$ cat src/rtl/cmd_line_buffer_pkg.sv
// cmd_pkg: shared constants and types for the command-line buffer.
//   ASC_*   : ASCII codes the editor reacts to or emits
//   state_t : editor state (EDIT accepts keys, ECHO drains the printer
//             queue, DONE holds a committed line until acknowledged)
//   SEQ_N   : depth of the echo sequencer (longest echo is BS,SP,BS)
package cmd_pkg;
  localparam logic [7:0] ASC_BS    = 8'h08;
  localparam logic [7:0] ASC_DEL   = 8'h7F;
  localparam logic [7:0] ASC_CR    = 8'h0D;
  localparam logic [7:0] ASC_LF    = 8'h0A;
  localparam logic [7:0] ASC_SP    = 8'h20;
  localparam logic [7:0] ASC_BEL   = 8'h07;
  localparam logic [7:0] ASC_TILDE = 8'h7E;

  localparam int SEQ_N = 3;

  typedef enum logic [1:0] {
    ST_EDIT = 2'd0,
    ST_ECHO = 2'd1,
    ST_DONE = 2'd2
  } state_t;
endpackage

$ cat src/rtl/cmd_line_buffer_echo_seq.sv
// echo_seq: up to three queued echo characters presented on a
// valid/ready port, entry 0 first.
//   clk, rst_n : clock, async active-low reset
//   i_load     : capture i_seq/i_cnt (only issued while the queue is empty)
//   i_cnt      : number of entries to send (1..3)
//   i_seq      : characters, entry 0 goes out first
//   o_valid/o_data/i_ready : printer handshake
//   o_done     : single-cycle pulse when the last entry transfers
module echo_seq
  import cmd_pkg::*;
#(
  parameter int DATA_W = 8
) (
  input  logic                         clk,
  input  logic                         rst_n,
  input  logic                         i_load,
  input  logic [1:0]                   i_cnt,
  input  logic [SEQ_N-1:0][DATA_W-1:0] i_seq,
  output logic                         o_valid,
  output logic [DATA_W-1:0]            o_data,
  input  logic                         i_ready,
  output logic                         o_done
);
  logic [SEQ_N-1:0][DATA_W-1:0] r_q;
  logic [1:0]                   r_cnt;
  logic                         w_xfer;

  assign o_valid = (r_cnt != 2'd0);
  assign o_data  = r_q[0];
  assign w_xfer  = o_valid & i_ready;
  assign o_done  = w_xfer & (r_cnt == 2'd1);

  // Shift toward entry 0 on each transfer; zeros fill in behind so the
  // data output idles at 0 once drained.
  always_ff @(posedge clk or negedge rst_n) begin
    if (!rst_n) begin
      r_q   <= '0;
      r_cnt <= '0;
    end else if (i_load) begin
      r_q   <= i_seq;
      r_cnt <= i_cnt;
    end else if (w_xfer) begin
      r_q   <= {{DATA_W{1'b0}}, r_q[SEQ_N-1:1]};
      r_cnt <= r_cnt - 2'd1;
    end
  end
endmodule

$ cat src/rtl/cmd_line_buffer.sv
// cmd_line_buffer: line editor between a keyboard and a printer.
// Printable keys are stored and echoed, backspace erases on screen with
// BS,SP,BS, CR commits the line (echo CR,LF) and holds it for a reader.
//   clk, rst_n             : clock, async active-low reset
//   key_data/valid/ready   : keystroke input handshake
//   echo_data/valid/ready  : printer output handshake
//   line_rd_idx/rd_data    : combinational read of the committed line
//   line_len, line_done    : committed length, line-held level
//   line_ack               : releases a held line
//   overflow               : sticky, a key was dropped on this line
module cmd_line_buffer
  import cmd_pkg::*;
#(
  parameter int DATA_W  = 8,
  parameter int DEPTH   = 32,
  parameter int ECHO_EN = 1
) (
  input  logic                       clk,
  input  logic                       rst_n,
  input  logic [DATA_W-1:0]          key_data,
  input  logic                       key_valid,
  output logic                       key_ready,
  output logic [DATA_W-1:0]          echo_data,
  output logic                       echo_valid,
  input  logic                       echo_ready,
  input  logic [$clog2(DEPTH)-1:0]   line_rd_idx,
  output logic [DATA_W-1:0]          line_rd_data,
  output logic [$clog2(DEPTH+1)-1:0] line_len,
  output logic                       line_done,
  input  logic                       line_ack,
  output logic                       overflow
);
  localparam int IW = $clog2(DEPTH);
  localparam int LW = $clog2(DEPTH+1);

  state_t                       r_state, w_state_nxt;
  logic [LW-1:0]                r_count, w_count_nxt;
  logic [LW-1:0]                r_len, w_len_nxt;
  logic                         r_ovf, w_ovf_nxt;
  logic                         r_commit, w_commit_nxt;
  logic [DEPTH-1:0][DATA_W-1:0] r_buf;

  logic                         w_load, w_wr;
  logic [1:0]                   w_ld_cnt;
  logic [SEQ_N-1:0][DATA_W-1:0] w_ld_seq;
  logic                         w_seq_done;
  logic                         w_print, w_bs, w_cr;
  logic                         w_rd_ok;

  assign w_print = (key_data >= DATA_W'(ASC_SP)) && (key_data <= DATA_W'(ASC_TILDE));
  assign w_bs    = (key_data == DATA_W'(ASC_BS)) || (key_data == DATA_W'(ASC_DEL));
  assign w_cr    = (key_data == DATA_W'(ASC_CR));

  assign key_ready = (r_state == ST_EDIT);
  assign line_done = (r_state == ST_DONE);
  assign line_len  = r_len;
  assign overflow  = r_ovf;

  always_ff @(posedge clk or negedge rst_n) begin
    if (!rst_n) begin
      r_state  <= ST_EDIT;
      r_count  <= '0;
      r_len    <= '0;
      r_ovf    <= 1'b0;
      r_commit <= 1'b0;
    end else begin
      r_state  <= w_state_nxt;
      r_count  <= w_count_nxt;
      r_len    <= w_len_nxt;
      r_ovf    <= w_ovf_nxt;
      r_commit <= w_commit_nxt;
    end
  end

  always_comb begin
    w_state_nxt  = r_state;
    w_count_nxt  = r_count;
    w_len_nxt    = r_len;
    w_ovf_nxt    = r_ovf;
    w_commit_nxt = r_commit;
    w_load       = 1'b0;
    w_wr         = 1'b0;
    w_ld_cnt     = 2'd0;
    w_ld_seq     = '0;
    unique case (r_state)
      ST_EDIT: begin
        if (key_valid) begin
          if (w_print) begin
            w_load   = 1'b1;
            w_ld_cnt = 2'd1;
            if (r_count < LW'(DEPTH)) begin
              w_wr        = 1'b1;
              w_count_nxt = r_count + LW'(1);
              w_ld_seq[0] = key_data;
            end else begin
              w_ovf_nxt   = 1'b1;
              w_ld_seq[0] = DATA_W'(ASC_BEL);
            end
          end else if (w_bs && (r_count != '0)) begin
            w_count_nxt = r_count - LW'(1);
            w_load      = 1'b1;
            w_ld_cnt    = 2'd3;
            w_ld_seq[0] = DATA_W'(ASC_BS);
            w_ld_seq[1] = DATA_W'(ASC_SP);
            w_ld_seq[2] = DATA_W'(ASC_BS);
          end else if (w_cr) begin
            w_len_nxt    = r_count;
            w_commit_nxt = 1'b1;
            w_load       = 1'b1;
            w_ld_cnt     = 2'd2;
            w_ld_seq[0]  = DATA_W'(ASC_CR);
            w_ld_seq[1]  = DATA_W'(ASC_LF);
          end
          // Without echo there is nothing to drain, so a commit goes
          // straight to DONE and every other key stays in EDIT.
          if (w_load)
            w_state_nxt = (ECHO_EN != 0) ? ST_ECHO : (w_cr ? ST_DONE : ST_EDIT);
        end
      end
      ST_ECHO: begin
        if (w_seq_done) begin
          w_state_nxt  = r_commit ? ST_DONE : ST_EDIT;
          w_commit_nxt = 1'b0;
        end
      end
      ST_DONE: begin
        if (line_ack) begin
          w_state_nxt  = ST_EDIT;
          w_count_nxt  = '0;
          w_ovf_nxt    = 1'b0;
          w_commit_nxt = 1'b0;
        end
      end
      default: w_state_nxt = ST_EDIT;
    endcase
  end

  // Line storage needs no reset: only entries below line_len are visible.
  always_ff @(posedge clk) begin
    if (w_wr) r_buf[r_count[IW-1:0]] <= key_data;
  end

  assign w_rd_ok      = (r_state == ST_DONE) && (LW'(line_rd_idx) < r_len);
  assign line_rd_data = w_rd_ok ? r_buf[line_rd_idx] : '0;

  echo_seq #(.DATA_W(DATA_W)) u_echo (
    .clk     (clk),
    .rst_n   (rst_n),
    .i_load  (w_load && (ECHO_EN != 0)),
    .i_cnt   (w_ld_cnt),
    .i_seq   (w_ld_seq),
    .o_valid (echo_valid),
    .o_data  (echo_data),
    .i_ready (echo_ready),
    .o_done  (w_seq_done)
  );
endmodule

$ cat config.mk
export PLATFORM = sky130hd
export DESIGN_NAME = cmd_line_buffer
export DESIGN_NICKNAME = d
export VERILOG_FILES = /design/src/rtl/cmd_line_buffer_pkg.sv /design/src/rtl/cmd_line_buffer_echo_seq.sv /design/src/rtl/cmd_line_buffer.sv
export SDC_FILE = /design/constraint.sdc
export NUM_CORES = 1
export LEC_CHECK = 0
export BUFFER_PORTS_ARGS = -buffer_cell sky130_fd_sc_hd__buf_2
export CORE_UTILIZATION = 60
export CTS_CLUSTER_SIZE = 16
export DETAILED_ROUTE_END_ITERATION = 16
export PLACE_DENSITY = 0.83
export SYNTH_ARGS = -nofsm -noshare
export SYNTH_HDL_FRONTEND = slang
export SYNTH_SLANG_ARGS = --single-unit
$ cat constraint.sdc
create_clock -name clk -period 5.2 [get_ports clk]
set_clock_uncertainty 0.1 [all_clocks]
set_input_delay 0.26 -clock clk [delete_from_list [all_inputs] [get_ports clk]]
set_output_delay 0.26 -clock clk [all_outputs]
set_load 0.03 [all_outputs]
# == Word-level counts from Yosys, hierarchy flattened ==
# Index checks and enable logic that the tools add are counted.
# op_classes
addsub,3
n_lt_le_gt_ge,7
n_eq_ne,17
muxes,57
bitwise,4
reduce_logical,16
# ops
op,count
bitwise mux 256 bit,1
2-to-1 mux 24 bit,4
binary-select mux 8 bit (select 5 bit),1
demux 8 bit (select 5 bit),1
2-to-1 mux 8 bit,5
2-to-1 mux 16 bit,2
2-to-1 mux 6 bit,5
2-to-1 mux 2 bit,12
2-to-1 mux 1 bit,20
== test 8 x 4 -> 1 bit (second input constant),2
AND reduction 5 bit,3
< comparator 5 x 6 -> 1 bit (second input constant),2
2-to-1 mux 12 bit,1
one-hot mux 6 bit (2 select lines),1
inequality test 2 x 1 -> 1 bit (second input constant),5
== test 8 x 7 -> 1 bit (second input constant),1
>= comparator 8 x 6 -> 1 bit (second input constant),1
less-or-equal comparator 8 x 7 -> 1 bit (second input constant),1
inequality test 2 bit (second input constant),4
AND reduction 7 bit,1
adder 6 x 1 -> 6 bit (second input constant),1
< comparator 5 x 6 -> 1 bit,1
< comparator 6 bit (second input constant),1
one-hot mux 2 bit (3 select lines),1
other kinds (19),27
# totals
reg_bits,298

# == Depth between registers and ports, before layout ==
# logic_depth
depth_word,10
mapped_depth,9
ltp_nobuf,9

# == Hierarchy ==
# From an unflattened synthesis, not the netlist that was laid out.
# unflattened
hier_cells,742
hier_area_um2,12702.2
# by_module_without_submodules
mod,instances,cells_per_inst,area_per_inst_um2,seq_area_each_um2
cmd_line_buffer,1,608,11274.6,8087.8
echo_seq,1,134,1427.6,650.6

# == Worst setup path before layout ==
# Ideal clock, no wire load.
# synth_timing
path_kind,flip-flop to output port
start,register r_state[0]
end,output line_rd_data[6]
arrival_time_ns,2.288
required_time_ns,4.840
setup_slack_ns,2.552
path_stages_with_launch,7
n_path_buf,1
cell_sequence,dfrtp_1 inv_1 ha_1 clkbuf_1 o21ai_0 a211oi_1 a22o_1
# synth_between
elab_chain_len,3
# synth_lines
item,line_no,source
start: declaration,cmd_line_buffer.sv:36,"state_t r_state, w_state_nxt;"
start signal: assignment,cmd_line_buffer.sv:67,r_state <= w_state_nxt;
== test 2 bit,-,
via line_done,cmd_line_buffer.sv:29,"output logic line_done,"
logical AND 1 bit,cmd_line_buffer.sv:143,assign w_rd_ok = (r_state == ST_DONE) && (LW'(line_rd_idx) < r_len);
2-to-1 mux 8 bit,cmd_line_buffer.sv:144,assign line_rd_data = w_rd_ok ? r_buf[line_rd_idx] : '0;
end: declaration,cmd_line_buffer.sv:27,"output logic [DATA_W-1:0] line_rd_data,"
# The timed path passes the listed nets, and every way through them passes these cells.

# == Worst setup path in the final report ==
# layout_timing
start,input line_rd_idx[1]
end,output line_rd_data[3]
# layout_between
elab_chain_len,3
elab_cells_between_ends,5
classes_between,1 x order compare; 3 x mux; 1 x reduce/logical
# layout_lines
item,line_no,source
start: declaration,cmd_line_buffer.sv:26,"input logic [$clog2(DEPTH)-1:0] line_rd_idx,"
binary-select mux 8 bit (select 5 bit) or < comparator 5 x 6 -> 1 bit (tied branches),"cmd_line_buffer.sv:144, cmd_line_buffer.sv:143",
2-to-1 mux 8 bit (implied by the code) or logical AND 1 bit (tied branches),"cmd_line_buffer.sv:144, cmd_line_buffer.sv:143",
2-to-1 mux 8 bit (*),cmd_line_buffer.sv:144,
# Every way passes the cells marked *; elsewhere a longest branch is shown, timed or not. The select of a mux whose other input is x is not followed.

==> impl_metrics.toml <==
[floorplan]
die_h_um = 142
pin_count = 44
die_w_um = 142
rows = 50
core_area_mm2 = 0.0190
die_area_mm2 = 0.0203
start_util_pct = 62.2

[sta]
slew_violations = 0
max_freq_ghz = 0.302
finalCritPeriodShare_pct = 63.7
worst_pin_slew_ps = 986
finalSetupViolations = 0
finalHoldViolations = 0
fin_tns_setup_ps = 0
finalCriticalPeriod_ps = 3310
relSlewSlack_pct = 34.2
rsz0062_at_grt = "false"

[cts]
numCtsBuffers = 28
cts_resized = 0
clockBufferDepth = 3
htree_num_levels = 1
clk_pin_slew_ps = 60
clkSinkCount = 285
cts_tree = "built"
cts_root_buf = "clkbuf_16"
clk-insertion-delay-late_ps = 530

[critical_path]
cp.required_ps = 4840
crit_type = "in2out"
crit_fanout = 38
end_kind = "output port"
r2r_setup_slack_ps = 1990
worstPathArrival_ps = 2950
critPathLaunchType = "primary input"

[logic_synthesis]
ys_seq_area_share_pct = 71.1
synth_cell_types = 54
syn_area_per_cell_um2 = 19.0
netlist_area_mm2 = 0.0118
synth_async_sr_flop_share_pct = 10.2
syn_nets = 655
synth_enable_flop_cells = 256
ys_ff_latch = 285
synthFlopType = "edfxtp_1"
synth.yosys.warnings = 0
synthCells = 621

[finish]
drive_above_1_share_pct = 26.0
antenna_cells = 0
fin_nets = 704
syn2layout_area_growth_pct = 11.8
final_cells = 951
stdcell_area_mm2 = 0.0132

[global_route]
grt_pass1_wl_um = 38900
antenna_found_initial = 2
grt_pass1_vias = 6494
grt_overflow = 0
grt_start_max_net_pins = 49
groute.usage.overall_pct = 26.8

[pwr]
p_leak_nw = 4.51
power.density_mw_per_mm2 = 436
report.power.total_mw = 5.77
peakVddDrop_mv = 0.356

[routing]
drt_pass1_iterations = 4
routed_wirelength_um = 25700
drt_iter0_drc = 582
route.detailed.drc = 0
vias = 6242
via_per_inst = 6.56
drtAntennaViolNets = 0
routedWlPerCell_um = 27.0

[worst_hold_path]
hold_class = "in2reg"

[placed_design]
placed_area_mm2 = 0.0122
io_buffers = 43
place_inst = 898
dp_hpwl_um = 15500
gp_congestion = 0.832

[status]
status = "completed"

[run]
drv_cap = 0
[timing repair]
item                      CTS  global route
hold buffers                2             0
hold endpoints to repair   30             0
buffers inserted            0             0
[synthesized netlist by cell type (10+ instances only)]
master	instances	share of area, %
nor2_1	45	1.4
mux2i_1	10	0.85
inv_1	20	0.63
o21ai_0	14	0.59
ha_1	15	1.6
dfrtp_1	29	6.1
buf_4	10	0.63
nand2_1	18	0.57
mux4_2	75	14
edfxtp_1	256	65
clkbuf_1	16	0.51
a22o_1	11	0.81
[final cells by class]
class,instances,area [um^2]
clock inverters,14,208
fillers,1205,5790
clock buffers,37,786
multi-input cells,281,3120
repair buffers,53,298
flip-flops and latches,285,8410
inverters,21,78.8
well taps,260,325
[flip-flops by register name, summed over array words and instances (netlist names)]
| register | cells |
|---|---|
| r_count | 6 |
| u_echo.r_q | 3 |
| r_commit | 1 |
| overflow | 1 |
| r_state | 2 |
| line_len | 6 |
| u_echo.o_data | 8 |
| r_buf | 256 |
| u_echo.r_cnt | 2 |
[worst max-delay path, cell delays in order]
cell	delay, ps
buf_2	710
buf_4	530
mux4_2	420
mux4_2	500
a22o_1	280
buf_2	190
[power breakdown]
part	internal [mW]	leakage [nW]	switching [mW]	total [mW]
registers	2.59	2.66	0.123	2.71
logic	0.341	1.36	0.569	0.910
clock network	1.31	0.489	0.837	2.15
total	4.24	4.51	1.53	5.77
[cell families after synthesis]
group	after synthesis	share of synthesized area (%)
multiplexers	92	15.8
AND/OR/NAND/NOR	102	4.14
adder cells (fa/ha/maj)	16	1.76
flip-flops	285	71.1
AO/OA/AOI/OAI	70	4.59
XOR/XNOR	1	0.0741
buffers and inverters	55	2.50
[final timing paths]
| check | startpoint | end | cells past startpoint |
|---|---|---|---|
| worst max-delay path | line_rd_idx[1] | line_rd_data[3] | 6 |
| worst min-delay path | line_ack | r_commit | 4 |
| worst max register to register | r_state[0] | r_buf[132] | 5 |
| worst min register to register | u_echo.o_data[7] | u_echo.o_data[7] | 1 |
| max in group asynchronous | rst_n | r_count[3] | 2 |
| min in group asynchronous | rst_n | u_echo.r_cnt[0] | 2 |
[cell usage in the layout, fill, tap and decap left out, types with 4 or more instances in the layout]
| cell type | count |
|---|---|
| mux2_1 | 5 |
| bufinv_16 | 5 |
| buf_4 | 9 |
| nor2_1 | 45 |
| clkbuf_16 | 29 |
| a221oi_1 | 4 |
| inv_1 | 20 |
| clkinv_2 | 5 |
| nand4_1 | 5 |
| and2_1 | 5 |
| mux4_2 | 75 |
| nor3_1 | 8 |
| clkbuf_1 | 5 |
| mux2i_1 | 10 |
| buf_2 | 42 |
| a21oi_1 | 7 |
| a211oi_1 | 4 |
| a22o_1 | 11 |
| dfrtp_1 | 29 |
| o21ai_0 | 14 |
| edfxtp_1 | 256 |
| nand2_1 | 18 |
| ha_1 | 15 |
| nor2b_1 | 8 |
[through the flow]
| stage | hold WS (ps) | worst slack, ps | utilization [%] |
|---|---|---|---|
| after floorplan | -136 | 2550 | - |
| after global placement | 218 | 1820 | 64.2 |
| after detailed placement | 225 | 1580 | 64.2 |
| after CTS | 84.6 | 1870 | 69.5 |
| after global routing | 123 | 1760 | 69.5 |
| final | 93.2 | 1890 | 69.5 |
[per-layer routing]
layer | share of wire, % | wire length, um | vias up | track usage, %
met1 | 39 | 9990 | 3218 | 35.9
met4 | 3.3 | 841 | 2 | 9.22
li1 | - | - | 2604 | -
met2 | 48 | 12400 | 346 | 43.7
met5 | 0.066 | 17 | - | 0
met3 | 9.4 | 2410 | 72 | 6.22
Power figures use the tool's default switching activity.
